[src/rtl/mem_arbiter_if.sv]
// mem_arbiter_if
// Groups every handshake and data signal around the memory arbiter:
//   - IFU side : fetch request (valid/ready/addr) and response (valid/rdata)
//   - LSU side : load/store request (valid/ready/addr/wen/wdata/wmask) and
//                response (valid/rdata); the response also acknowledges stores
//   - Memory   : request (valid/ready/addr/wen/wdata/wmask), response
//                (valid/rdata) and the bus_err timeout pulse
// Modports:
//   slave  - the arbiter's view (requests and memory responses in, the rest out)
//   master - the view of the environment around the arbiter (IFU, LSU and memory)
interface mem_arbiter_if #(
   parameter int ADDR_W = 32,
   parameter int DATA_W = 32
);
   logic              ifu_req_valid;
   logic              ifu_req_ready;
   logic [ADDR_W-1:0] ifu_addr;
   logic              ifu_resp_valid;
   logic [DATA_W-1:0] ifu_rdata;

   logic              lsu_req_valid;
   logic              lsu_req_ready;
   logic [ADDR_W-1:0] lsu_addr;
   logic              lsu_wen;
   logic [DATA_W-1:0] lsu_wdata;
   logic [3:0]        lsu_wmask;
   logic              lsu_resp_valid;
   logic [DATA_W-1:0] lsu_rdata;

   logic              mem_req_valid;
   logic              mem_req_ready;
   logic [ADDR_W-1:0] mem_addr;
   logic              mem_wen;
   logic [DATA_W-1:0] mem_wdata;
   logic [3:0]        mem_wmask;
   logic              mem_resp_valid;
   logic [DATA_W-1:0] mem_rdata;

   logic              bus_err;

   modport slave (
      input  ifu_req_valid, ifu_addr,
      input  lsu_req_valid, lsu_addr, lsu_wen, lsu_wdata, lsu_wmask,
      input  mem_req_ready, mem_resp_valid, mem_rdata,
      output ifu_req_ready, ifu_resp_valid, ifu_rdata,
      output lsu_req_ready, lsu_resp_valid, lsu_rdata,
      output mem_req_valid, mem_addr, mem_wen, mem_wdata, mem_wmask,
      output bus_err
   );

   modport master (
      output ifu_req_valid, ifu_addr,
      output lsu_req_valid, lsu_addr, lsu_wen, lsu_wdata, lsu_wmask,
      output mem_req_ready, mem_resp_valid, mem_rdata,
      input  ifu_req_ready, ifu_resp_valid, ifu_rdata,
      input  lsu_req_ready, lsu_resp_valid, lsu_rdata,
      input  mem_req_valid, mem_addr, mem_wen, mem_wdata, mem_wmask,
      input  bus_err
   );
endinterface

[src/rtl/mem_arbiter.sv]
// mem_arbiter
// Shares one memory port between the instruction fetch unit (IFU) and the
// load/store unit (LSU). One transaction is outstanding at a time; the
// response is routed back to whichever requester issued it. The LSU normally
// wins arbitration, but after STARVE_LIMIT consecutive LSU grants while the
// IFU waits, the IFU is served. A watchdog ends a transaction that has waited
// TIMEOUT cycles without a response, pulsing bus_err and returning zero data.
// Ports:
//   clock - system clock
//   reset - synchronous, active-high; abandons any outstanding access
//   bus   - mem_arbiter_if.slave carrying the IFU, LSU and memory signals
module mem_arbiter #(
   parameter int ADDR_W       = 32,
   parameter int DATA_W       = 32,
   parameter int STARVE_LIMIT = 4,
   parameter int TIMEOUT      = 255
) (
   input logic          clock,
   input logic          reset,
   mem_arbiter_if.slave bus
);

   localparam logic [3:0] STARVE_MAX  = 4'(STARVE_LIMIT);
   localparam logic [7:0] TIMEOUT_VAL = 8'(TIMEOUT);

   typedef enum logic [1:0] {IDLE, WAIT_IFU, WAIT_LSU} arbState_t;

   arbState_t         state, nextState;
   logic [3:0]        starveCnt, starveCntNext;
   logic [7:0]        timer, timerNext;
   logic [DATA_W-1:0] ifuRdataQ, ifuRdataNext;
   logic [DATA_W-1:0] lsuRdataQ, lsuRdataNext;
   logic              grantIfu, grantLsu;

   // State register plus the held copies of the last response data.
   always_ff @(posedge clock) begin
      if (reset) begin
         state     <= IDLE;
         starveCnt <= '0;
         timer     <= '0;
         ifuRdataQ <= '0;
         lsuRdataQ <= '0;
      end else begin
         state     <= nextState;
         starveCnt <= starveCntNext;
         timer     <= timerNext;
         ifuRdataQ <= ifuRdataNext;
         lsuRdataQ <= lsuRdataNext;
      end
   end

   // Arbitration, memory request muxing and response routing.
   // The response strobe passes straight through in the cycle memory answers,
   // and the rdata output shows mem_rdata in that same cycle while the
   // register keeps it afterwards. A response arriving in IDLE is ignored.
   // While reset is high every output is forced to its reset value so that a
   // late response in the reset cycle cannot leak out.
   always_comb begin
      nextState     = state;
      starveCntNext = starveCnt;
      timerNext     = timer;
      ifuRdataNext  = ifuRdataQ;
      lsuRdataNext  = lsuRdataQ;
      grantIfu      = 1'b0;
      grantLsu      = 1'b0;

      bus.ifu_req_ready  = 1'b0;
      bus.ifu_resp_valid = 1'b0;
      bus.ifu_rdata      = ifuRdataQ;
      bus.lsu_req_ready  = 1'b0;
      bus.lsu_resp_valid = 1'b0;
      bus.lsu_rdata      = lsuRdataQ;
      bus.mem_req_valid  = 1'b0;
      bus.mem_addr       = {ADDR_W{1'b0}};
      bus.mem_wen        = 1'b0;
      bus.mem_wdata      = {DATA_W{1'b0}};
      bus.mem_wmask      = 4'b0000;
      bus.bus_err        = 1'b0;

      case (state)
         IDLE: begin
            grantIfu = bus.ifu_req_valid &&
                       (!bus.lsu_req_valid || starveCnt == STARVE_MAX);
            grantLsu = !grantIfu && bus.lsu_req_valid;
            if (grantIfu) begin
               bus.mem_req_valid = 1'b1;
               bus.mem_addr      = bus.ifu_addr;
               bus.ifu_req_ready = bus.mem_req_ready;
               if (bus.mem_req_ready) begin
                  nextState     = WAIT_IFU;
                  timerNext     = '0;
                  starveCntNext = '0;
               end
            end else if (grantLsu) begin
               bus.mem_req_valid = 1'b1;
               bus.mem_addr      = bus.lsu_addr;
               bus.mem_wen       = bus.lsu_wen;
               bus.mem_wdata     = bus.lsu_wdata;
               bus.mem_wmask     = bus.lsu_wmask;
               bus.lsu_req_ready = bus.mem_req_ready;
               if (bus.mem_req_ready) begin
                  nextState = WAIT_LSU;
                  timerNext = '0;
                  // Count only LSU wins that actually made the IFU wait.
                  if (!bus.ifu_req_valid) begin
                     starveCntNext = '0;
                  end else if (starveCnt != STARVE_MAX) begin
                     starveCntNext = starveCnt + 4'd1;
                  end
               end
            end
         end

         WAIT_IFU: begin
            timerNext = timer + 8'd1;
            if (bus.mem_resp_valid) begin
               bus.ifu_resp_valid = 1'b1;
               bus.ifu_rdata      = bus.mem_rdata;
               ifuRdataNext       = bus.mem_rdata;
               nextState          = IDLE;
            end else if (timer == TIMEOUT_VAL) begin
               bus.bus_err        = 1'b1;
               bus.ifu_resp_valid = 1'b1;
               bus.ifu_rdata      = {DATA_W{1'b0}};
               ifuRdataNext       = {DATA_W{1'b0}};
               nextState          = IDLE;
            end
         end

         WAIT_LSU: begin
            timerNext = timer + 8'd1;
            if (bus.mem_resp_valid) begin
               bus.lsu_resp_valid = 1'b1;
               bus.lsu_rdata      = bus.mem_rdata;
               lsuRdataNext       = bus.mem_rdata;
               nextState          = IDLE;
            end else if (timer == TIMEOUT_VAL) begin
               bus.bus_err        = 1'b1;
               bus.lsu_resp_valid = 1'b1;
               bus.lsu_rdata      = {DATA_W{1'b0}};
               lsuRdataNext       = {DATA_W{1'b0}};
               nextState          = IDLE;
            end
         end

         default: nextState = IDLE;
      endcase

      if (reset) begin
         bus.ifu_req_ready  = 1'b0;
         bus.ifu_resp_valid = 1'b0;
         bus.ifu_rdata      = {DATA_W{1'b0}};
         bus.lsu_req_ready  = 1'b0;
         bus.lsu_resp_valid = 1'b0;
         bus.lsu_rdata      = {DATA_W{1'b0}};
         bus.mem_req_valid  = 1'b0;
         bus.mem_addr       = {ADDR_W{1'b0}};
         bus.mem_wen        = 1'b0;
         bus.mem_wdata      = {DATA_W{1'b0}};
         bus.mem_wmask      = 4'b0000;
         bus.bus_err        = 1'b0;
      end
   end

endmodule

[src/flat_wrapper.sv]
// flat-port wrapper written by rule: the top's interface ports become plain ports
module mem_arbiter_flat 
#(
   parameter int ADDR_W       = 32,
   parameter int DATA_W       = 32,
   parameter int STARVE_LIMIT = 4,
   parameter int TIMEOUT      = 255
)
  (clock, reset, bus_ifu_req_valid, bus_ifu_addr, bus_lsu_req_valid, bus_lsu_addr, bus_lsu_wen, bus_lsu_wdata, bus_lsu_wmask, bus_mem_req_ready, bus_mem_resp_valid, bus_mem_rdata, bus_ifu_req_ready, bus_ifu_resp_valid, bus_ifu_rdata, bus_lsu_req_ready, bus_lsu_resp_valid, bus_lsu_rdata, bus_mem_req_valid, bus_mem_addr, bus_mem_wen, bus_mem_wdata, bus_mem_wmask, bus_bus_err);
  mem_arbiter_if #(.ADDR_W(ADDR_W), .DATA_W(DATA_W)) bus_i ();
  input logic clock;
  input logic reset;
  input wire logic [$bits(bus_i.ifu_req_valid)-1:0] bus_ifu_req_valid;
  input wire logic [$bits(bus_i.ifu_addr)-1:0] bus_ifu_addr;
  input wire logic [$bits(bus_i.lsu_req_valid)-1:0] bus_lsu_req_valid;
  input wire logic [$bits(bus_i.lsu_addr)-1:0] bus_lsu_addr;
  input wire logic [$bits(bus_i.lsu_wen)-1:0] bus_lsu_wen;
  input wire logic [$bits(bus_i.lsu_wdata)-1:0] bus_lsu_wdata;
  input wire logic [$bits(bus_i.lsu_wmask)-1:0] bus_lsu_wmask;
  input wire logic [$bits(bus_i.mem_req_ready)-1:0] bus_mem_req_ready;
  input wire logic [$bits(bus_i.mem_resp_valid)-1:0] bus_mem_resp_valid;
  input wire logic [$bits(bus_i.mem_rdata)-1:0] bus_mem_rdata;
  output wire logic [$bits(bus_i.ifu_req_ready)-1:0] bus_ifu_req_ready;
  output wire logic [$bits(bus_i.ifu_resp_valid)-1:0] bus_ifu_resp_valid;
  output wire logic [$bits(bus_i.ifu_rdata)-1:0] bus_ifu_rdata;
  output wire logic [$bits(bus_i.lsu_req_ready)-1:0] bus_lsu_req_ready;
  output wire logic [$bits(bus_i.lsu_resp_valid)-1:0] bus_lsu_resp_valid;
  output wire logic [$bits(bus_i.lsu_rdata)-1:0] bus_lsu_rdata;
  output wire logic [$bits(bus_i.mem_req_valid)-1:0] bus_mem_req_valid;
  output wire logic [$bits(bus_i.mem_addr)-1:0] bus_mem_addr;
  output wire logic [$bits(bus_i.mem_wen)-1:0] bus_mem_wen;
  output wire logic [$bits(bus_i.mem_wdata)-1:0] bus_mem_wdata;
  output wire logic [$bits(bus_i.mem_wmask)-1:0] bus_mem_wmask;
  output wire logic [$bits(bus_i.bus_err)-1:0] bus_bus_err;
  assign bus_i.ifu_req_valid = bus_ifu_req_valid;
  assign bus_i.ifu_addr = bus_ifu_addr;
  assign bus_i.lsu_req_valid = bus_lsu_req_valid;
  assign bus_i.lsu_addr = bus_lsu_addr;
  assign bus_i.lsu_wen = bus_lsu_wen;
  assign bus_i.lsu_wdata = bus_lsu_wdata;
  assign bus_i.lsu_wmask = bus_lsu_wmask;
  assign bus_i.mem_req_ready = bus_mem_req_ready;
  assign bus_i.mem_resp_valid = bus_mem_resp_valid;
  assign bus_i.mem_rdata = bus_mem_rdata;
  assign bus_ifu_req_ready = bus_i.ifu_req_ready;
  assign bus_ifu_resp_valid = bus_i.ifu_resp_valid;
  assign bus_ifu_rdata = bus_i.ifu_rdata;
  assign bus_lsu_req_ready = bus_i.lsu_req_ready;
  assign bus_lsu_resp_valid = bus_i.lsu_resp_valid;
  assign bus_lsu_rdata = bus_i.lsu_rdata;
  assign bus_mem_req_valid = bus_i.mem_req_valid;
  assign bus_mem_addr = bus_i.mem_addr;
  assign bus_mem_wen = bus_i.mem_wen;
  assign bus_mem_wdata = bus_i.mem_wdata;
  assign bus_mem_wmask = bus_i.mem_wmask;
  assign bus_bus_err = bus_i.bus_err;
  mem_arbiter #(.ADDR_W(ADDR_W), .DATA_W(DATA_W), .STARVE_LIMIT(STARVE_LIMIT), .TIMEOUT(TIMEOUT)) u_core (.clock(clock), .reset(reset), .bus(bus_i));
endmodule
[config.mk]
export PLATFORM = sky130hd
export DESIGN_NAME = mem_arbiter_flat
export DESIGN_NICKNAME = d
export VERILOG_FILES = /design/src/rtl/mem_arbiter_if.sv /design/src/rtl/mem_arbiter.sv /design/src/flat_wrapper.sv
export SDC_FILE = /design/constraint.sdc
export NUM_CORES = 1
export LEC_CHECK = 0
export BUFFER_PORTS_ARGS = -buffer_cell sky130_fd_sc_hd__buf_2
export CAP_MARGIN = 30
export CORE_AREA = 2 2 108 110
export CTS_CLUSTER_SIZE = 10
export DETAILED_ROUTE_END_ITERATION = 10
export DIE_AREA = 0 0 110 112
export PLACE_DENSITY = 0.8
export SLEW_MARGIN = 20
export SYNTH_ARGS = -nofsm -noshare
export SYNTH_HDL_FRONTEND = slang
export SYNTH_SLANG_ARGS = --single-unit
[constraint.sdc]
create_clock -name clock -period 2 [get_ports clock]
set_input_delay 0.3 -clock clock [delete_from_list [all_inputs] [get_ports clock]]
set_output_delay 0.3 -clock clock [all_outputs]
set_load 0.005 [all_outputs]
==> results of run 1 <==
[cell usage after synthesis (7+ instances only)]
cell       count
and2_1        40
ha_1           7
buf_6          9
inv_1          9
a21oi_1       11
a22o_1        32
nand2_1       13
o2bb2ai_1     65
nand2b_1      34
clkbuf_1      11
dfxtp_1       78
nor2_1        11
buf_2          9
[state kept, by name, indices dropped and copies added (netlist names)]
name and count:
u_core.ifuRdataQ 32, u_core.lsuRdataQ 32, u_core.starveCnt 4, u_core.state 2, u_core.timer 8
[layer usage]
layer  GRT usage  part of all wire  vias to the layer above  wire [um]
li1            -                 -                     2105          -
met1       0.305              0.37                     2235       7720
met2       0.479              0.51                      286      10600
met3      0.0855             0.088                       53       1830
met4      0.0532             0.030                        2        616
met5           0           0.00082                        -         17
[area by class of cell]
type / count / share of cell area
sequential: 78 / 0.200
multi-input combinational: 267 / 0.394
antenna: 4 / 0.00127
timing repair buffer: 352 / 0.334
inverter: 9 / 0.00427
clock inverter: 7 / 0.0152
tap: 143 / 0.0226
clock buffer: 9 / 0.0285
[cells by family after synthesis]
logic type	after synthesis
multiplexers	2
flip-flops	78
AND/OR/NAND/NOR	126
adder cells (fa/ha/maj)	7
AO/OA/AOI/OAI	129
buffers and inverters	42
[worst min-delay path by stage]
stage	endpoint	start	slack [ps]	cells past startpoint
2_1_floorplan	u_core.ifuRdataQ[0]	u_core.ifuRdataQ[0]	460	1
4_1_cts	u_core.ifuRdataQ[21]	bus_mem_rdata[21]	270	3
3_3_place_gp	u_core.ifuRdataQ[20]	u_core.ifuRdataQ[20]	440	1
6_report	u_core.lsuRdataQ[18]	bus_mem_rdata[18]	320	3
5_1_grt	u_core.ifuRdataQ[5]	bus_mem_rdata[5]	320	3
3_5_place_dp	u_core.lsuRdataQ[31]	u_core.lsuRdataQ[31]	440	1
[timing repair]
| item | 4_1_cts | 5_1_grt |
|---|---|---|
| hold endpoints to repair | 0 | 0 |
| hold buffers | 0 | 0 |
| gates resized for setup | 183 | 98 |
| buffers inserted | 19 | 21 |
| pin swaps | 23 | 26 |
| gates cloned | 11 | 9 |
| endpoints found under the setup margin | 137 | 137 |
[power by group through the flow]
stage          Combinational (W)  Sequential, W  Clock, W
6_report                 0.00272        0.00190   0.00191
5_1_grt                  0.00284        0.00191   0.00197
4_1_cts                  0.00219        0.00186   0.00189
3_5_place_dp             0.00151        0.00183         0
3_3_place_gp             0.00150        0.00182         0
2_1_floorplan           0.000799        0.00182         0
[metrics by stage]
step	area, sq um	hold slack [ps]	TNS (ps)
after floorplan	3740	460	0
after global placement	5320	441	-3350
after detailed placement	5320	444	-4520
after CTS	7080	273	-11680
after global routing	7900	324	-28450
final	7900	318	-21450
[worst max-delay path: stages (launching register included)]
cell and delay [ps]:
dfxtp_4 370, ha_4 150, nand3_4 100, o21bai_4 270, a21oi_4 110, buf_6 170, clkbuf_16 170, o2bb2ai_4 140
buf_2 140
==> flow_summary_export.csv, run 1 <==
group,metric,value,unit
power_and_ir_drop,p_switching,0.00213,W
min_path,hold_class,"in2reg",
final_layout,final_cell_mix,"buf_2, dfxtp_1, buf_6",
setup_path,crit_path_max_fanout,6,
synthesis,netlist.area_leader.share,0.417,
status,status,"finished, violations left",
final_layout,nets,863,
power_and_ir_drop,p_leak,3.58,nW
drt,drcViolationCount,0,
drt,routed_wl,20.8,mm
synthesis,synth_top_cell_by_area,"dfxtp_1",
synthesis,synthArstFlopShare,0,
power_and_ir_drop,pwr-share-clk,0.292,
sta,finalWorstSetupSlack,-261,ps
global_route,grt_pass1_vias,4481,
setup_path,critPathArrivalTime,1960,ps
setup_path,cp.required,1700,ps
global_route,grt_pass1_wl,24.9,mm
sta,hold_violations,0,
placement,dp_slack,-145,ps
setup_path,reg2regPathDepth,9,
power_and_ir_drop,p_int,0.00441,W
placement,port_buffers,277,
setup_path,criticalPathCategory,"reg2out",
synthesis,synth_fa_ha_area_frac,0.0234,
floorplan,pin_count,278,
final_layout,final_util,0.707,
synthesis,yosys_warnings,0,
drt,first_iter_violations,397,
floorplan,coreArea,11200,sq um
floorplan,dieArea,12300,sq um
clock_tree,clock_latency,340,ps
sta,skew,10.2,ps
synthesis,ys_ff_latch,78,
synthesis,ys_seq_area_frac,0.417,
synthesis,synth-compound-area-share,0.288,
sta,setup_viol,132,
power_and_ir_drop,p_per_area,827,nW/um^2
setup_path,reg2reg_slack,210,ps
sta,max_freq,0.442,GHz
floorplan,start_util,0.335,
final_layout,area_growth,111,%
global_route,gr-total-overflow,0,
placement,dpl.hpwl,10.8,mm
floorplan,fp.dieH,112,um
final_layout,layout_commonest_cell,"buf_2",
setup_path,critPathLaunchType,"flop",
sta,period_needed,2260,ps
synthesis,syn_nets,530,
synthesis,yosys.area_share.simple,0.201,
drt,wl_per_cell,23.9,um
synthesis,synth.area.top_cells,"dfxtp_1, o2bb2ai_1, a22o_1",
placement,placedCellCount,794,
drt,ant_nets,0,
power_and_ir_drop,peakVddDrop,0.00113,V
floorplan,die_w,110,um
clock_tree,cts_sinks,78,
synthesis,syn_area,3740,sq um
setup_path,reg2reg_from,"u_core.timer[0]",
setup_path,end_kind,"output port",
sta,rsz0062_at_grt,"true",
final_layout,multi_input_area,3110,sq um
synthesis,synth_top_family_by_area,"compound AO/OA/AOI/OAI gates",
floorplan,rows,39,
global_route,grt_max_degree,54,
power_and_ir_drop,finalPower,0.00653,W
clock_tree,numCtsBuffers,9,
synthesis,synthFlopType,"dfxtp_1",
clock_tree,cts_buffer_depth,2,
clock_tree,clockRootBuffer,"clkbuf_16",
final_layout,fillerInstances,707,
setup_path,cp-endpoint,"bus_ifu_rdata[21]",
drt,dr.pass1.iters,5,
sta,slew_headroom,0.651,
clock_tree,htreeDepth,3,
status,violations,"negative setup slack",
placement,place_congestion,0.863,
final_layout,drive_gt1_frac,0.698,
drt,viasPerCell,5.39,
synthesis,synth_mux_area_frac,0.00569,
final_layout,ff_latch_area,1580,sq um
power_and_ir_drop,seq_power_share,0.291,
sta,drv_slew,0,
synthesis,synth-edff-count,0,
job,cap_violations,0,
setup_path,reg2reg_to,"u_core.lsuRdataQ[0]",
setup_path,critPathLaunch,"u_core.timer[0]",
sta,final.period_utilization,1.13,
global_route,grt_usage,0.267,
power_and_ir_drop,combPwrFrac,0.417,
clock_tree,cts.reportedPaths.clkPinSlew,60,ps
power_and_ir_drop,netSwitchingFraction,0.325,
synthesis,synthCells,384,
global_route,antenna_found_initial,4,
synthesis,synth_xor_area_frac,0,
final_layout,instances_no_fill,869,
clock_tree,cts_tree,"built",
drt,via_count,4681,
synthesis,synth_cell_types,45,
synthesis,avgSynthCellArea,9.74,sq um
sta,worst_pin_slew,523,ps
No activity file was read; power rests on OpenSTA's default activity.
==> run 2: changes to the inputs <==
--- a/config.mk
+++ b/config.mk
@@ -16,3 +16,4 @@
 export SYNTH_ARGS = -nofsm -noshare
 export SYNTH_HDL_FRONTEND = slang
 export SYNTH_SLANG_ARGS = --single-unit
+export TNS_END_PERCENT = 10
==> flow_summary_export.csv, run 2 (synthesis gave the netlist of run 1 again) <==
group,metric,value,unit
status,status,"finished, violations left",
status,violations,"negative setup slack",
sta,period_needed,2180,ps
clock_tree,cts_buffer_depth,2,
drt,via_count,4210,
setup_path,reg2reg_slack,380,ps
min_path,min_path_cells,3,
final_layout,area_growth,73.2,%
setup_path,crit_slowest_cell,"dfxtp_4",
sta,slew_headroom,0.655,
final_layout,top_regs,"u_core.ifuRdataQ (32), u_core.lsuRdataQ (32), u_core.timer (8)",
drt,drcViolationCount,0,
placement,dp_slack,-145,ps
drt,first_iter_violations,341,
placement,place_area,5320,sq um
setup_path,reg2regPathDepth,7,
global_route,grt_pass1_wl,21.7,mm
drt,routed_wl,15.4,mm
setup_path,cp_slowest_stage_delay,370,ps
setup_path,critPathLaunchType,"flop",
clock_tree,cts.reportedPaths.clkPinSlew,60,ps
sta,max_freq,0.458,GHz
sta,whs,262,ps
sta,rsz0062_at_grt,"true",
sta,finalWorstSetupSlack,-182,ps
power_and_ir_drop,p_leak,3.10,nW
sta,drv_slew,0,
floorplan,die_w,110,um
clock_tree,htreeDepth,3,
placement,dpl.hpwl,10.8,mm
sta,final.period_utilization,1.09,
clock_tree,clock_latency,330,ps
drt,wl_per_cell,18.5,um
setup_path,path_cells,"ha_4, nand3_4, o21bai_4, a21oi_4, buf_6, clkbuf_16, o2bb2ai_2, buf_2",
min_path,hold_class,"in2reg",
power_and_ir_drop,peakVddDrop,0.000940,V
final_layout,final_util,0.580,
drt,viasPerCell,5.05,
sta,setup_viol,111,
floorplan,coreArea,11200,sq um
placement,place_congestion,0.863,
clock_tree,numCtsBuffers,9,
setup_path,end_kind,"output port",
sta,worst_pin_slew,517,ps
drt,dr.pass1.iters,5,
setup_path,critPathArrivalTime,1880,ps
clock_tree,cts_tree,"built",
job,cap_violations,0,
clock_tree,clockRootBuffer,"clkbuf_16",
setup_path,crit_path_max_fanout,6,
setup_path,cp_num_cells,8,
floorplan,pin_count,278,
setup_path,criticalPathCategory,"reg2out",
global_route,antenna_found_initial,4,
final_layout,nets,828,
floorplan,start_util,0.335,
setup_path,critPathBufInv,3,
global_route,grt_max_degree,54,
global_route,gr-total-overflow,0,
final_layout,layout_commonest_cell,"buf_2",
floorplan,rows,39,
power_and_ir_drop,p_per_area,870,nW/um^2
floorplan,dieArea,12300,sq um
global_route,grt_pass1_vias,4126,
sta,hold_violations,0,
setup_path,cp.required,1700,ps
clock_tree,cts_sinks,78,
final_layout,final_cell_mix,"buf_2, dfxtp_1, nand2b_1",
floorplan,fp.dieH,112,um
final_layout,drive_gt1_frac,0.601,
global_route,grt_usage,0.232,
drt,ant_nets,0,
final_layout,finish.instance_area,6480,sq um
setup_path,crit_family,"compound AO/OA/AOI/OAI gates",
sta,skew,9.19,ps
placement,port_buffers,277,
## run 2: changes by cell type in the layout (fill, tap and decap cells not counted), sizes merged
cell and change:
buf -28, clkbuf -6, and3 -1, diode -1
## run 2: layout make-up
cell class                      instances  area (sq um)
Fill cell                             958          4700
Multi-Input combinational cell        266          2290
Timing Repair Buffer                  318          2040
Sequential cell                        78          1580
Clock buffer                            9           225
Tap cell                              143           179
Clock inverter                          7           120
Inverter                                9          33.8
Antenna cell                            3          7.51
## run 2: worst paths after layout
kind,start,end
worst min-delay path,bus_mem_rdata[4],u_core.ifuRdataQ[4]
worst max register to register,u_core.state[0],u_core.timer[1]
worst max-delay path,u_core.timer[0],bus_ifu_rdata[13]
worst min register to register,u_core.ifuRdataQ[8],u_core.ifuRdataQ[8]
## run 2: tightest hold or removal path: stages
cell,delay (ps)
buf_2,90
nand2b_1,90
o2bb2ai_2,60
## run 2: what timing repair did
item / CTS / global route
gates cloned: 7 / 1
resized for setup: 75 / 49
setup endpoints to repair: 137 / 137
pin swaps: 18 / 27
setup buffers: 8 / 4
hold buffers: 0 / 0
## run 2: per-stage QoR
stage | power (W) | setup TNS, ps | std cells
detailed placement | 0.00333 | -4520 | 794
global placement | 0.00332 | -3350 | 794
global route | 0.00588 | -19590 | 831
floorplan | 0.00262 | 0 | 384
CTS | 0.00551 | -12340 | 825
finish | 0.00564 | -10300 | 833
## run 2: routing by layer
layer / routed length, um / track usage / vias up
met2: 7490 / 0.396 / 236
met3: 1670 / 0.0831 / 19
met4: 190 / 0.0616 / 2
met5: 12 / 0 / -
li1: - / - / 2019
met1: 6060 / 0.271 / 1934
## run 2: report_power, final
group	leakage, nW	internal, W	switching (W)	total, W
Clock	0.166	0.00122	0.000641	0.00186
Combinational	2.30	0.00101	0.000940	0.00195
Sequential	0.637	0.00175	0.0000804	0.00183
==> run 3: changes to the inputs <==
--- a/config.mk
+++ b/config.mk
@@ -5,13 +5,13 @@
 export SDC_FILE = /design/constraint.sdc
 export NUM_CORES = 1
 export LEC_CHECK = 0
-export BUFFER_PORTS_ARGS = -buffer_cell sky130_fd_sc_hd__buf_2
 export CAP_MARGIN = 30
-export CORE_AREA = 2 2 108 110
+export CORE_AREA = 2 2 107 109
 export CTS_CLUSTER_SIZE = 10
 export DETAILED_ROUTE_END_ITERATION = 10
-export DIE_AREA = 0 0 110 112
-export PLACE_DENSITY = 0.8
+export DIE_AREA = 0 0 109 111
+export DONT_BUFFER_PORTS = 1
+export PLACE_DENSITY = 0.59
 export SLEW_MARGIN = 20
 export SYNTH_ARGS = -nofsm -noshare
 export SYNTH_HDL_FRONTEND = slang
==> flow_summary_export.csv, run 3 (synthesis gave the netlist of run 1 again) <==
group,metric,value,unit
drt,first_iter_violations,355,
sta,final.period_utilization,1.02,
setup_path,cp.required,1700,ps
global_route,met3_usage,0.122,
final_layout,top_regs,"u_core.ifuRdataQ (32), u_core.lsuRdataQ (32), u_core.timer (8)",
sta,finalWorstSetupSlack,-45.6,ps
placement,port_buffers,0,
clock_tree,htreeDepth,3,
clock_tree,cts_tree,"built",
global_route,grt_max_degree,55,
drt,dr.pass1.iters,5,
final_layout,layout_commonest_cell,"dfxtp_1",
sta,setup_tns,-632,ps
floorplan,coreArea,11100,sq um
clock_tree,clockRootBuffer,"clkbuf_16",
setup_path,end_kind,"output port",
clock_tree,clock_latency,330,ps
floorplan,dieArea,12100,sq um
placement,place_congestion,0.855,
setup_path,crit_slowest_cell,"dfxtp_2",
setup_path,path_cells,"inv_2, ha_4, nand2_4, o21ai_2, and3_4, buf_6, clkbuf_16, a22o_1",
final_layout,final_cell_mix,"dfxtp_1, and2_1, o2bb2ai_1",
status,violations,"negative setup slack",
global_route,grt_pass1_wl,20.2,mm
setup_path,cp_slowest_stage_delay,320,ps
sta,max_freq,0.489,GHz
final_layout,area_growth,24.9,%
placement,dpl.hpwl,10.3,mm
status,status,"finished, violations left",
drt,viasPerCell,6.08,
drt,drcViolationCount,0,
floorplan,die_w,109,um
drt,via_count,3248,
min_path,hp-start,"reset",
setup_path,critPathLaunchType,"flop",
setup_path,crit_path_max_fanout,4,
floorplan,start_util,0.338,
setup_path,crit_family,"buffers and inverters",
sta,period_needed,2050,ps
clock_tree,cts.reportedPaths.clkPinSlew,60,ps
power_and_ir_drop,p_per_area,997,nW/um^2
final_layout,drive_gt1_frac,0.275,
drt,routed_wl,14.7,mm
placement,dp_slack,131,ps
final_layout,nets,530,
floorplan,pin_count,278,
floorplan,fp.dieH,111,um
job,cap_violations,0,
clock_tree,numCtsBuffers,9,
global_route,antenna_found_initial,3,
setup_path,criticalPathCategory,"reg2out",
sta,setup_viol,36,
power_and_ir_drop,p_leak,1.65,nW
sta,skew,6.92,ps
setup_path,critPathLaunch,"u_core.starveCnt[0]",
setup_path,reg2reg_from,"u_core.state[1]",
sta,hold_violations,0,
drt,wl_per_cell,27.5,um
power_and_ir_drop,peakVddDrop,0.000535,V
clock_tree,cts_sinks,78,
sta,slew_headroom,0.731,
global_route,met2_usage,0.341,
global_route,grt_usage,0.227,
clock_tree,cts_buffer_depth,2,
sta,drv_slew,0,
min_path,hold_class,"in2reg",
global_route,grt_util_met1,0.259,
setup_path,critPathBufInv,3,
global_route,grt.busiest_layer,"met2",
global_route,gr-total-overflow,0,
sta,worst_pin_slew,403,ps
global_route,grt_pass1_vias,3153,
floorplan,rows,39,
sta,rsz0062_at_grt,"true",
drt,ant_nets,0,
setup_path,critPathArrivalTime,1750,ps
power_and_ir_drop,finalPower,0.00466,W
[run 3: where the power goes]
group          leakage [nW]  switching (W)  internal, W  total (W)
Clock                 0.134       0.000676     0.000891    0.00157
Combinational         0.877       0.000716     0.000549    0.00127
Sequential            0.635      0.0000802      0.00174    0.00182
Total                  1.65        0.00147      0.00319    0.00466
[run 3: worst register-to-register path: cells and delay by family, from the launching register on]
kind	cells	cell delay [ps]
and+or+nand+nor	3	580
DFF	1	320
AOI/OAI and AO/OA	1	240
buffers and inverters	2	200
adders and majority gates	1	140
[run 3: routing by layer]
layer | wire, um | part of all wire | vias up
met5 | 38 | 0.0026 | -
met4 | 481 | 0.033 | 4
met3 | 1900 | 0.13 | 32
met2 | 6820 | 0.46 | 239
met1 | 5470 | 0.37 | 1552
li1 | - | - | 1421
[run 3: timing repair]
action                                  4_1_cts  5_1_grt
endpoints found under the setup margin      138      122
hold endpoints to repair                      0        0
hold buffers                                  0        0
gates resized for setup                      37       39
pin swaps                                     9       16
gates cloned                                  2        2
buffers inserted                              5        3
[run 3: area by class of cell]
cell class	count	area [sq um]
tap	143	179
multi-input combinational	264	2270
antenna	2	5.00
clock inverter	6	51.3
sequential	78	1570
fill	1041	6400
inverter	9	33.8
timing repair buffer	22	323
clock buffer	10	239
[run 3: stage by stage]
stage | hold WS, ps | area (sq um) | utilization | std cells
final | 74.0 | 4670 | 0.422 | 534
after global routing | 56.6 | 4670 | 0.422 | 533
after CTS | 28.7 | 4360 | 0.394 | 527
after detailed placement | 385 | 3840 | 0.346 | 504
after global placement | 375 | 3840 | 0.346 | 504
after floorplan | 460 | 3740 | - | 384
[run 3: worst paths after layout]
check	end	cells past startpoint	slack, ps
worst max-delay path	bus_mem_addr[4]	8	-50
worst min register to register	u_core.ifuRdataQ[8]	1	480
worst min-delay path	u_core.timer[6]	1	70
worst max register to register	u_core.timer[1]	7	420
